### src/rtl/window_pkg.sv
// Shared geometry defaults and the pixel lane-index helper for the window
// generator and its per-row shift registers.
package window_pkg;

    // Default frame geometry of the plate-recognition pipeline.
    localparam int IM_WIDTH    = 320;
    localparam int IM_HEIGHT   = 240;
    localparam int COLOR_WIDTH = 12;

    // Lane of pixel (r,c) in the flattened window; r=0 is the top row and
    // c=0 the leftmost (oldest) column.
    function automatic int lane(input int r, input int c, input int cols_width);
        return r * cols_width + c;
    endfunction

endpackage

### src/rtl/window_row_shift.sv
// One window row: cols_width pixels shifted left on each enabled beat, with
// the newest pixel entering at c=cols_width-1. The post-shift value is also
// exported so the parent can capture a finished window on the same edge.
module window_row_shift #(
    parameter int cols_width  = 3,
    parameter int color_width = 12
) (
    input  logic                              clk,
    input  logic                              rst_n,
    input  logic                              en,
    input  logic [color_width-1:0]            pix_in,
    output logic [cols_width*color_width-1:0] win_nxt
);

    logic [cols_width*color_width-1:0] row_q;

    // Column c takes the old column c+1; the incoming pixel lands at the top.
    assign win_nxt = {pix_in, row_q[cols_width*color_width-1:color_width]};

    // Shift only on accepted beats so idle gaps leave the row untouched.
    always_ff @(posedge clk or negedge rst_n) begin
        if (!rst_n)
            row_q <= '0;
        else if (en)
            row_q <= win_nxt;
    end

endmodule

### src/rtl/window_generator.sv
// Builds a rows_width x cols_width pixel window from the parallel column
// stream of the rows generator and tags it with its image coordinates.
// Windows never straddle a line: the first cols_width-1 beats of every line
// only prime the shift registers.
// Optional build macro WINDOW_ZERO_GATE_EN: out_data/out_col/out_row read 0
// while out_ready is low; without it they hold the last window.
module window_generator
    import window_pkg::*;
#(
    parameter int rows_width     = 3,
    parameter int cols_width     = 3,
    parameter int im_width       = IM_WIDTH,
    parameter int im_height      = IM_HEIGHT,
    parameter int color_width    = COLOR_WIDTH,
    parameter int im_width_bits  = 9,
    parameter int im_height_bits = 8
) (
    input  logic                                         clk,
    input  logic                                         rst_n,
    input  logic                                         in_enable,
    input  logic [rows_width*color_width-1:0]            in_data,
    output logic                                         out_ready,
    output logic [rows_width*cols_width*color_width-1:0] out_data,
    output logic [im_width_bits-1:0]                     out_col,
    output logic [im_height_bits-1:0]                    out_row,
    output logic                                         frame_done
);

    localparam int ROW_BITS = cols_width * color_width;
    localparam int WIN_BITS = rows_width * ROW_BITS;

    // First column index whose beat completes a window, last column of a
    // line, and last line index that still has a full row pack below it.
    localparam logic [im_width_bits-1:0]  COL_FIRST = im_width_bits'(cols_width - 1);
    localparam logic [im_width_bits-1:0]  COL_LAST  = im_width_bits'(im_width - 1);
    localparam logic [im_height_bits-1:0] LINE_LAST = im_height_bits'(im_height - rows_width);

    logic [im_width_bits-1:0]  col_cnt;
    logic [im_height_bits-1:0] line_cnt;
    logic [WIN_BITS-1:0]       win_nxt;
    logic                      win_fire;
    logic                      last_win;

    logic                      ready_q;
    logic                      frame_done_q;
    logic [WIN_BITS-1:0]       data_q;
    logic [im_width_bits-1:0]  col_q;
    logic [im_height_bits-1:0] row_q;

    // One shift register per window row; row r sits at lane r*cols_width.
    genvar r;
    generate
        for (r = 0; r < rows_width; r++) begin : g_row
            window_row_shift #(
                .cols_width  (cols_width),
                .color_width (color_width)
            ) u_row (
                .clk     (clk),
                .rst_n   (rst_n),
                .en      (in_enable),
                .pix_in  (in_data[r*color_width +: color_width]),
                .win_nxt (win_nxt[lane(r, 0, cols_width)*color_width +: ROW_BITS])
            );
        end
    endgenerate

    // A beat completes a window once the line has supplied cols_width columns;
    // the compare uses the column count before this beat's increment.
    assign win_fire = in_enable && (col_cnt >= COL_FIRST);
    assign last_win = (line_cnt == LINE_LAST) && (col_cnt == COL_LAST);

    // Column / line position; both wrap at their limits so they never overflow.
    always_ff @(posedge clk or negedge rst_n) begin
        if (!rst_n) begin
            col_cnt  <= '0;
            line_cnt <= '0;
        end else if (in_enable) begin
            if (col_cnt == COL_LAST) begin
                col_cnt  <= '0;
                line_cnt <= (line_cnt == LINE_LAST) ? '0 : line_cnt + 1'b1;
            end else begin
                col_cnt <= col_cnt + 1'b1;
            end
        end
    end

    // Registered window output: captured only on producing beats, so the
    // priming beats of a new line do not disturb the last emitted window.
    always_ff @(posedge clk or negedge rst_n) begin
        if (!rst_n) begin
            ready_q      <= 1'b0;
            frame_done_q <= 1'b0;
            data_q       <= '0;
            col_q        <= '0;
            row_q        <= '0;
        end else begin
            ready_q      <= win_fire;
            frame_done_q <= win_fire && last_win;
            if (win_fire) begin
                data_q <= win_nxt;
                col_q  <= col_cnt - COL_FIRST;
                row_q  <= line_cnt;
            end
        end
    end

    assign out_ready  = ready_q;
    assign frame_done = frame_done_q;

`ifdef WINDOW_ZERO_GATE_EN
    // Downstream sees zeros whenever no window is being presented.
    assign out_data = ready_q ? data_q : '0;
    assign out_col  = ready_q ? col_q  : '0;
    assign out_row  = ready_q ? row_q  : '0;
`else
    // Outputs hold the last window and its coordinates between windows.
    assign out_data = data_q;
    assign out_col  = col_q;
    assign out_row  = row_q;
`endif

endmodule

### config.mk
export PLATFORM = sky130hd
export DESIGN_NAME = window_generator
export DESIGN_NICKNAME = d
export VERILOG_FILES = /design/src/rtl/window_pkg.sv /design/src/rtl/window_row_shift.sv /design/src/rtl/window_generator.sv
export SDC_FILE = /design/constraint.sdc
export NUM_CORES = 1
export LEC_CHECK = 0
export ABC_AREA = 1
export CAP_MARGIN = 5
export CORE_AREA = 10 10 167 169
export CTS_CLUSTER_SIZE = 12
export DETAILED_ROUTE_END_ITERATION = 8
export DIE_AREA = 0 0 177 179
export GPL_TIMING_DRIVEN = 0
export HOLD_SLACK_MARGIN = 0.06
export PLACE_DENSITY = 0.53
export RECOVER_POWER = 25
export SLEW_MARGIN = 30
export SYNTH_ARGS = -nofsm -noshare
export SYNTH_HDL_FRONTEND = slang
export SYNTH_SLANG_ARGS = --single-unit
### constraint.sdc
create_clock -name clk -period 2.3 [get_ports clk]
set_input_delay 0.46 -clock clk [delete_from_list [all_inputs] [get_ports clk]]
set_output_delay 0.46 -clock clk [all_outputs]
set_load 0.1 [all_outputs]
[After elaboration in Yosys (flattened, before gate mapping)]
Cells that the tools add are included.
Operators by class
  equality and inequality tests: 2
  order comparisons: 1
  reduce and logical (&&, ||, !) cells: 4
  mux-type cells: 2
  add/sub/neg operators: 3
Operators by type and width (count)
  $add A9 B1 Y9 const B: 1
  $eq A9 B9 Y1 const B: 1
  $ge A9 B2 Y1 const B: 1
  $mux W9: 1
  $sub A9 B2 Y9 const B: 1
  $add A8 B1 Y8 const B: 1
  $eq A8 B8 Y1 const B: 1
  $mux W8: 1
  $logic_and A1 B1 Y1: 3
  $reduce_and A2 Y1: 1
Word-level totals
  word-level logic and storage cells: 22
  register bits after elaboration: 252
  input bits: 39
  output and inout port bits: 127

[Longest topological paths before layout]
Gate-level depths: netlist of the first run.
  word-level depth: 3
  gate-level depth with buffers: 12

[By module]
A second synthesis of the first run with hierarchy kept.
Second synthesis, totals
  cell total of the unflattened synthesis: 1049
  area total of the unflattened synthesis: 9323.9 um^2
By module, submodules not included
  window_generator: area an instance 6129.6 um^2, cells an instance 707, instances 1
  window_row_shift: area an instance 1064.8 um^2, cells an instance 114, instances 3

[Least setup slack after synthesis of the first run]
OpenSTA, ideal clock, no wires.
  path kind: register to register
  start point: register col_cnt[1]
  end point: register data_q[91], in the netlist out_data[91]
  library setup time: 76 ps
  period minus slack after synthesis: 1604 ps
  setup slack: 696 ps
  buffers on the path: 2
  cell stages (with the launch flop): 13
  arrival time: 1527 ps
  cell sequence: dfrtp_1 > inv_1 > ha_1 > inv_1 > nor2_2 > nand2_2 > inv_2 > nand2_2 > nand2_4 > buf_6 > buf_6 > nand2_1 > o21ai_1
Between the ends
  word-level cells in the longest chain between the ends: 2
RTL lines
  start, declared: RTL line window_generator.sv:38  | logic [im_width_bits-1:0] col_cnt;
  start signal, assigned: RTL line window_generator.sv:82  | col_cnt <= col_cnt + 1'b1;
  $ge A9 B2 Y1: RTL line window_generator.sv:69  | assign win_fire = in_enable && (col_cnt >= COL_FIRST);
  $logic_and A1 B1 Y1: RTL line window_generator.sv:69
  end signal, assigned: RTL line window_generator.sv:100  | data_q <= win_nxt;
  end, declared: RTL line window_generator.sv:46  | logic [WIN_BITS-1:0] data_q;
Every way passes these cells.
A chain may end at the register's enable or synchronous reset.

[Worst setup path after layout of the first run]
  start point: register data_q[35], in the netlist out_data[35]
  end point: output port out_data[35]
RTL lines
  end, declared: RTL line window_generator.sv:23  | output logic [rows_width*cols_width*color_width-1:0] out_data,
No word-level cell between the ends.

==> results of run 1 <==
cell type report:
class	count	area, um2	area share [%]
flip-flops and latches	216	5410	48.3
multi-input cells	608	2570	23.0
repair buffers	168	1520	13.6
clock buffers	37	721	6.44
well taps	330	413	3.69
inverters	75	282	2.52
plain buffers	42	258	2.30
clock inverters	3	15.0	0.134
stage by stage:
stage	setup TNS [ns]	power, W	worst slack, ns
floorplan	0	0.00723	0.696
global placement	-1934.44	0.00829	-8.96
detailed placement	-6.04	0.00831	-0.159
CTS	0	0.0118	0.0274
global route	0	0.0122	0.000376
finish	0	0.0116	0.0513
synthesized netlist by cell type:
master and count:
nand2_1 427, dfrtp_1 216, o21ai_0 98, inv_1 74, nor2_1 21, o21ai_1 21
clkbuf_1 17, buf_2 14, nand3_1 14, buf_6 11, ha_1 6, nand4_1 4
nor2_2 3, a21oi_1 2, nand2_2 2, nand3b_1 2, xor2_1 2, a21oi_2 1
inv_2 1, nand2_4 1, nor3_1 1, o211ai_1 1, o21bai_1 1, or2_2 1
where the power goes:
part	internal [W]	total (W)	switching (W)
logic	0.000621	0.00344	0.00282
registers	0.00426	0.00456	0.000300
clock network	0.00213	0.00363	0.00149
total	0.00702	0.0116	0.00461
flip-flops by register name, indices dropped and copies added, names as in the netlist:
register,count
out_ready,1
out_data,108
g_row.u_row.row_q,72
line_cnt,8
frame_done,1
out_col,9
out_row,8
col_cnt,9
tightest hold or removal path, cell delays in order (launching register included):
cell and delay [ns]:
dfrtp_1 0.34, nand2_1 0.05, nand2_1 0.05
routing by layer:
metal	vias up	global-route usage (%)	share of wire [%]
met5	-	0	0
met4	0	3.75	1.6
met3	26	5.10	7.7
met2	149	23.7	43
met1	3169	21.3	47
li1	3303	-	-
kinds of logic (layout without fill, tap and decap cells):
family | count (synthesis) | after routing | share of synthesized area, %
buffers and inverters | 117 | 325 | 6.34
adders and majority gates | 6 | 6 | 0.882
DFF | 216 | 216 | 63.5
AOI/OAI and AO/OA | 124 | 124 | 7.39
xor gates and xnor gates | 2 | 2 | 0.206
and+or+nand+nor | 476 | 476 | 21.7
cell usage in the layout, fill, tap and decap left out, types with 3 or more instances in the layout:
master and instances:
nand2_1 427, dfrtp_1 216, dlygate4sd2_1 123, o21ai_0 98, inv_1 74, clkdlybuf4s50_1 37, clkbuf_16 25, clkbuf_1 24
nor2_1 21, o21ai_1 21, buf_2 19, nand3_1 14, buf_6 11, ha_1 6, clkbuf_8 5, nand4_1 4
nor2_2 3, clkinv_2 3
what timing repair did:
item / 4_1_cts / 5_1_grt
resized for setup: 124 / 0
hold buffers: 1 / 0
endpoints found under the setup margin: 124 / 0
endpoints found under the hold margin: 60 / 0
path summary, 6_finish.rpt:
check	from	to	slack [ns]	cells after the start
min in group asynchronous	rst_n	out_row[7]$_DFFE_PN0P_	0.87	2
max in group asynchronous	rst_n	out_data[7]$_DFFE_PN0P_	0.31	3
hold reg to reg	out_data[19]$_DFFE_PN0P_	out_data[19]$_DFFE_PN0P_	0.47	2
hold / removal	out_data[19]$_DFFE_PN0P_	out_data[19]$_DFFE_PN0P_	0.47	2
setup reg to reg	col_cnt[1]$_DFFE_PN0P_	out_data[11]$_DFFE_PN0P_	0.19	10
setup / recovery	out_data[35]$_DFFE_PN0P_	out_data[35]	0.05	1
==> run summary, run 1 <==
Headroom to the max-slew limit = 0.649%
VDD IR-drop max = 0.545 mV
Post-synth top area share = 63.5%
DR pass1 iterations = 4
Max-slew violations = 0
Total gr overflow = 0
Filler cell count = 2516
First-pass GRT wire length = 39.4 mm
Total track usage = 15.7%
Cell variety after synth = 24
Final min period = 2.25 ns
#FFs+latches synth = 216
Row count = 58
Largest stage delay, worst path = 0.92 ns
Root buffer cell = clkbuf_16
Worst slew pin tran = 1.49 ns
PortBufs = 165
GPL Wtd Cong = 0.818
Final net count = 1180
Worst-skew pair later-pin latency = 0.50 ns
Leakage power = 5.87 nW
Clock slew at reported path FFs = 0.06 ns
# H-tree levels = 1
Crit path capture type = output pin
Share of layout cells above drive strength 1 = 6.44%
CTS Buf Count = 24
Initial antenna violation count = 0
Routed len/inst = 16.7 um
Chip Width = 177 um
Seq/Total Area, Yosys = 63.5%
Final setup viols = 0
DIE HEIGHT = 179 um
Largest cells by area after synthesis = dfrtp_1, nand2_1, o21ai_0
Vias = 6647
Critical path's top delay family = buffers and inverters
Sink Count = 216
Worst EP arrival = 1.79 ns
Tcrit/Tclk final = 97.8%
IO Count = 166
Mapped cell area = 8510 um2
CP max-delay cell = dlygate4sd2_1
P&R area growth vs syn = 31.4%
Layout Skew = 0.00595 ns
Die area = 31700 um2
DRT antenna net count = 0
DP Cell Count = 1438
Pin count of the biggest net entering global routing = 82
Hpwl dp = 17.6 mm
RSZ-0062 raised after global routing = no
Max Clock Freq = 445 MHz
Core area = 24700 um2
N_diodes = 0
Final Hold Viols = 0
Syn Area/Cell = 9.05 um2
CTS max path bufs = 3
Yosys top cell by area = dfrtp_1
Post-route cell area = 11200 um2
Starting Density = 34.4%
Final non-filler cell total = 1479
Worst Path Max Fanout = 2
Total nets after synthesis = 986
WS Path Type = reg2out
Crit start category = flip-flop
Routed Wire Length = 24.7 mm
WP data required = 1.84 ns
Number of global-route vias before repair = 6919
WP buf/inv = 1
# DRC = 0
Max-Cap Viols = 0
Sequence of cells on the critical path = dlygate4sd2_1
Hold slack = 0.473 ns
Starting DRT DRC Count = 449
Layout Utilization = 45.2%
YS warnings = 0
Postcts setup bufs = 0
TritonCTS clock tree = yes
Run status = complete, no violations
Post-place instance area = 10600 um2
Hold Path Class = reg2reg
Mapped Cells = 941
Vias per std cell = 4.49
Pwr dens = 1040 nW/um2
No activity file was read; power rests on OpenSTA's default activity.
==> run 2, diff against run 1 <==
- clock period: 2.3 -> 2.4 ns (I/O delays scaled with it)
==> run summary, run 2 (synthesis results as in run 1) <==
Vias per std cell = 4.52 (+0.53%)
Core area = 24700 um2 (unchanged)
Commonest non-fill, non-tap cell in the layout = nand2_1
CTS Buf Count = 24 (unchanged)
Starting DRT DRC Count = 454 (+1.1%)
Routed len/inst = 16.7 um (about the same)
Post-place instance area = 10600 um2 (unchanged)
Worst-skew pair later-pin latency = 0.50 ns (about the same)
Vias = 6682 (+0.53%)
Worst EP arrival = 1.78 ns (about the same)
Pwr dens = 996 nW/um2 (-4.2%)
VDD IR-drop max = 0.522 mV (-4.2%)
Int Pwr = 0.00672 W (-4.2%)
Hpwl dp = 17.6 mm (unchanged)
Layout Skew = 0.00556 ns (-0.000396 ns)
Switching Share = 39.6% (about the same)
Initial antenna violation count = 0 (unchanged)
IO Count = 166 (unchanged)
Max-slew violations = 0 (unchanged)
Starting Density = 34.4% (unchanged)
Share of layout cells above drive strength 1 = 6.44% (unchanged)
Run status = complete, no violations
Critical path's top delay family = buffers and inverters
Sink Count = 216 (unchanged)
Crit start category = flip-flop
Comb pwr share = 29.6% (about the same)
GPL Wtd Cong = 0.818 (unchanged)
Power, Total = 0.0111 W (-4.1%)
N_diodes = 0 (unchanged)
Worst slew pin tran = 1.04 ns (-0.453 ns)
DRT antenna net count = 0 (unchanged)
Number of global-route vias before repair = 6919 (unchanged)
Max-Cap Viols = 0 (unchanged)
DP Cell Count = 1438 (unchanged)
Headroom to the max-slew limit = 30.9% (+30 points)
RSZ-0062 raised after global routing = no
Total gr overflow = 0 (unchanged)
Pin count of the biggest net entering global routing = 82 (unchanged)
Total track usage = 15.7% (unchanged)
Die area = 31700 um2 (unchanged)
Root buffer cell = clkbuf_16
Final setup viols = 0 (unchanged)
Chip Width = 177 um (unchanged)
Hold Path Class = reg2reg
Clock slew at reported path FFs = 0.06 ns (about the same)
Final non-filler cell total = 1479 (unchanged)
Max Clock Freq = 442 MHz
Final min period = 2.26 ns
Clk pwr share = 31.2% (about the same)
Post-route cell area = 11200 um2 (about the same)
First-pass GRT wire length = 39.4 mm (unchanged)
Final Hold Viols = 0 (unchanged)
TritonCTS clock tree = yes
WP buf/inv = 1 (unchanged)
Sequential share of power = 39.2% (about the same)
Flip-flop count of the largest register after layout = 108 (unchanged)
CP max-delay cell = dlygate4sd2_1
P&R area growth vs syn = 31.4% (about the same)
# H-tree levels = 1 (unchanged)
WP data required = 1.92 ns (+0.08 ns)
Worst Path Max Fanout = 2 (unchanged)
# DRC = 0 (unchanged)
WS Path Type = reg2out
Row count = 58 (unchanged)
Routed Wire Length = 24.7 mm (about the same)
Final net count = 1180 (unchanged)
Tcrit/Tclk final = 94.3%
PortBufs = 165 (unchanged)
Sequence of cells on the critical path = dlygate4sd2_1
CTS max path bufs = 3 (unchanged)
DR pass1 iterations = 4 (unchanged)
Crit path capture type = output pin
Sw power = 0.00442 W (-4.1%)
Setup TNS = 0 ns (unchanged)
DIE HEIGHT = 179 um (unchanged)
Largest stage delay, worst path = 0.91 ns (about the same)
Most frequent cells in the layout = nand2_1, dfrtp_1, dlygate4sd2_1
Leakage power = 5.87 nW (about the same)
==> run 2: power by group through the flow <==
stage	clock network [W]	logic [W]	registers, W
detailed placement	0	0.00352	0.00444
finish	0.00347	0.00329	0.00437
CTS	0.00358	0.00335	0.00438
floorplan	0	0.000681	0.00625
global placement	0	0.00350	0.00445
global route	0.00372	0.00353	0.00443
==> run 2: timing repair <==
item / 4_1_cts / 5_1_grt
endpoints found under the hold margin: 60 / 0
setup buffers: 0 / 0
hold buffers: 1 / 0
resized for setup: 124 / 0
setup endpoints to repair: 124 / 0
==> run 2: area by class of cell <==
type / count / area [um2]
clock buffer: 37 / 721
multi-input combinational: 608 / 2570
inverter: 75 / 282
tap: 330 / 413
fill: 2514 / 13600
clock inverter: 3 / 15.0
timing repair buffer: 168 / 1530
buffer: 42 / 258
sequential: 216 / 5410
==> run 2: per-layer routing <==
| metal | wire, um | track usage (%) |
|---|---|---|
| met1 | 11700 | 21.3 |
| met2 | 10700 | 23.7 |
| met3 | 1920 | 5.10 |
| met4 | 391 | 3.75 |
| met5 | 0 | 0 |
==> run 2: per-stage QoR <==
| stage | utilization, % | setup WS (ns) | hold WS [ns] |
|---|---|---|---|
| after global placement | 42.7 | -8.88 | 0.459 |
| after CTS | 45.3 | 0.107 | 0.476 |
| after global routing | 45.2 | 0.0859 | 0.490 |
| final | 45.2 | 0.137 | 0.472 |
| after detailed placement | 42.9 | -0.0787 | 0.464 |
| after floorplan | - | 0.796 | 0.184 |
==> run 2: final timing paths <==
check                                                     startpoint                                   end  slack [ns]  cells after the start
worst max-delay path                        out_data[88]$_DFFE_PN0P_                          out_data[88]        0.14                      1
worst min-delay path            g_row[2].u_row.row_q[12]$_DFFE_PN0P_  g_row[2].u_row.row_q[12]$_DFFE_PN0P_        0.47                      2
worst max register to register                col_cnt[1]$_DFFE_PN0P_              out_data[11]$_DFFE_PN0P_        0.30                     10
worst min register to register  g_row[2].u_row.row_q[12]$_DFFE_PN0P_  g_row[2].u_row.row_q[12]$_DFFE_PN0P_        0.47                      2
max in group asynchronous                                      rst_n  g_row[0].u_row.row_q[21]$_DFFE_PN0P_        0.43                      3
min in group asynchronous                                      rst_n                out_row[7]$_DFFE_PN0P_        0.51                      2
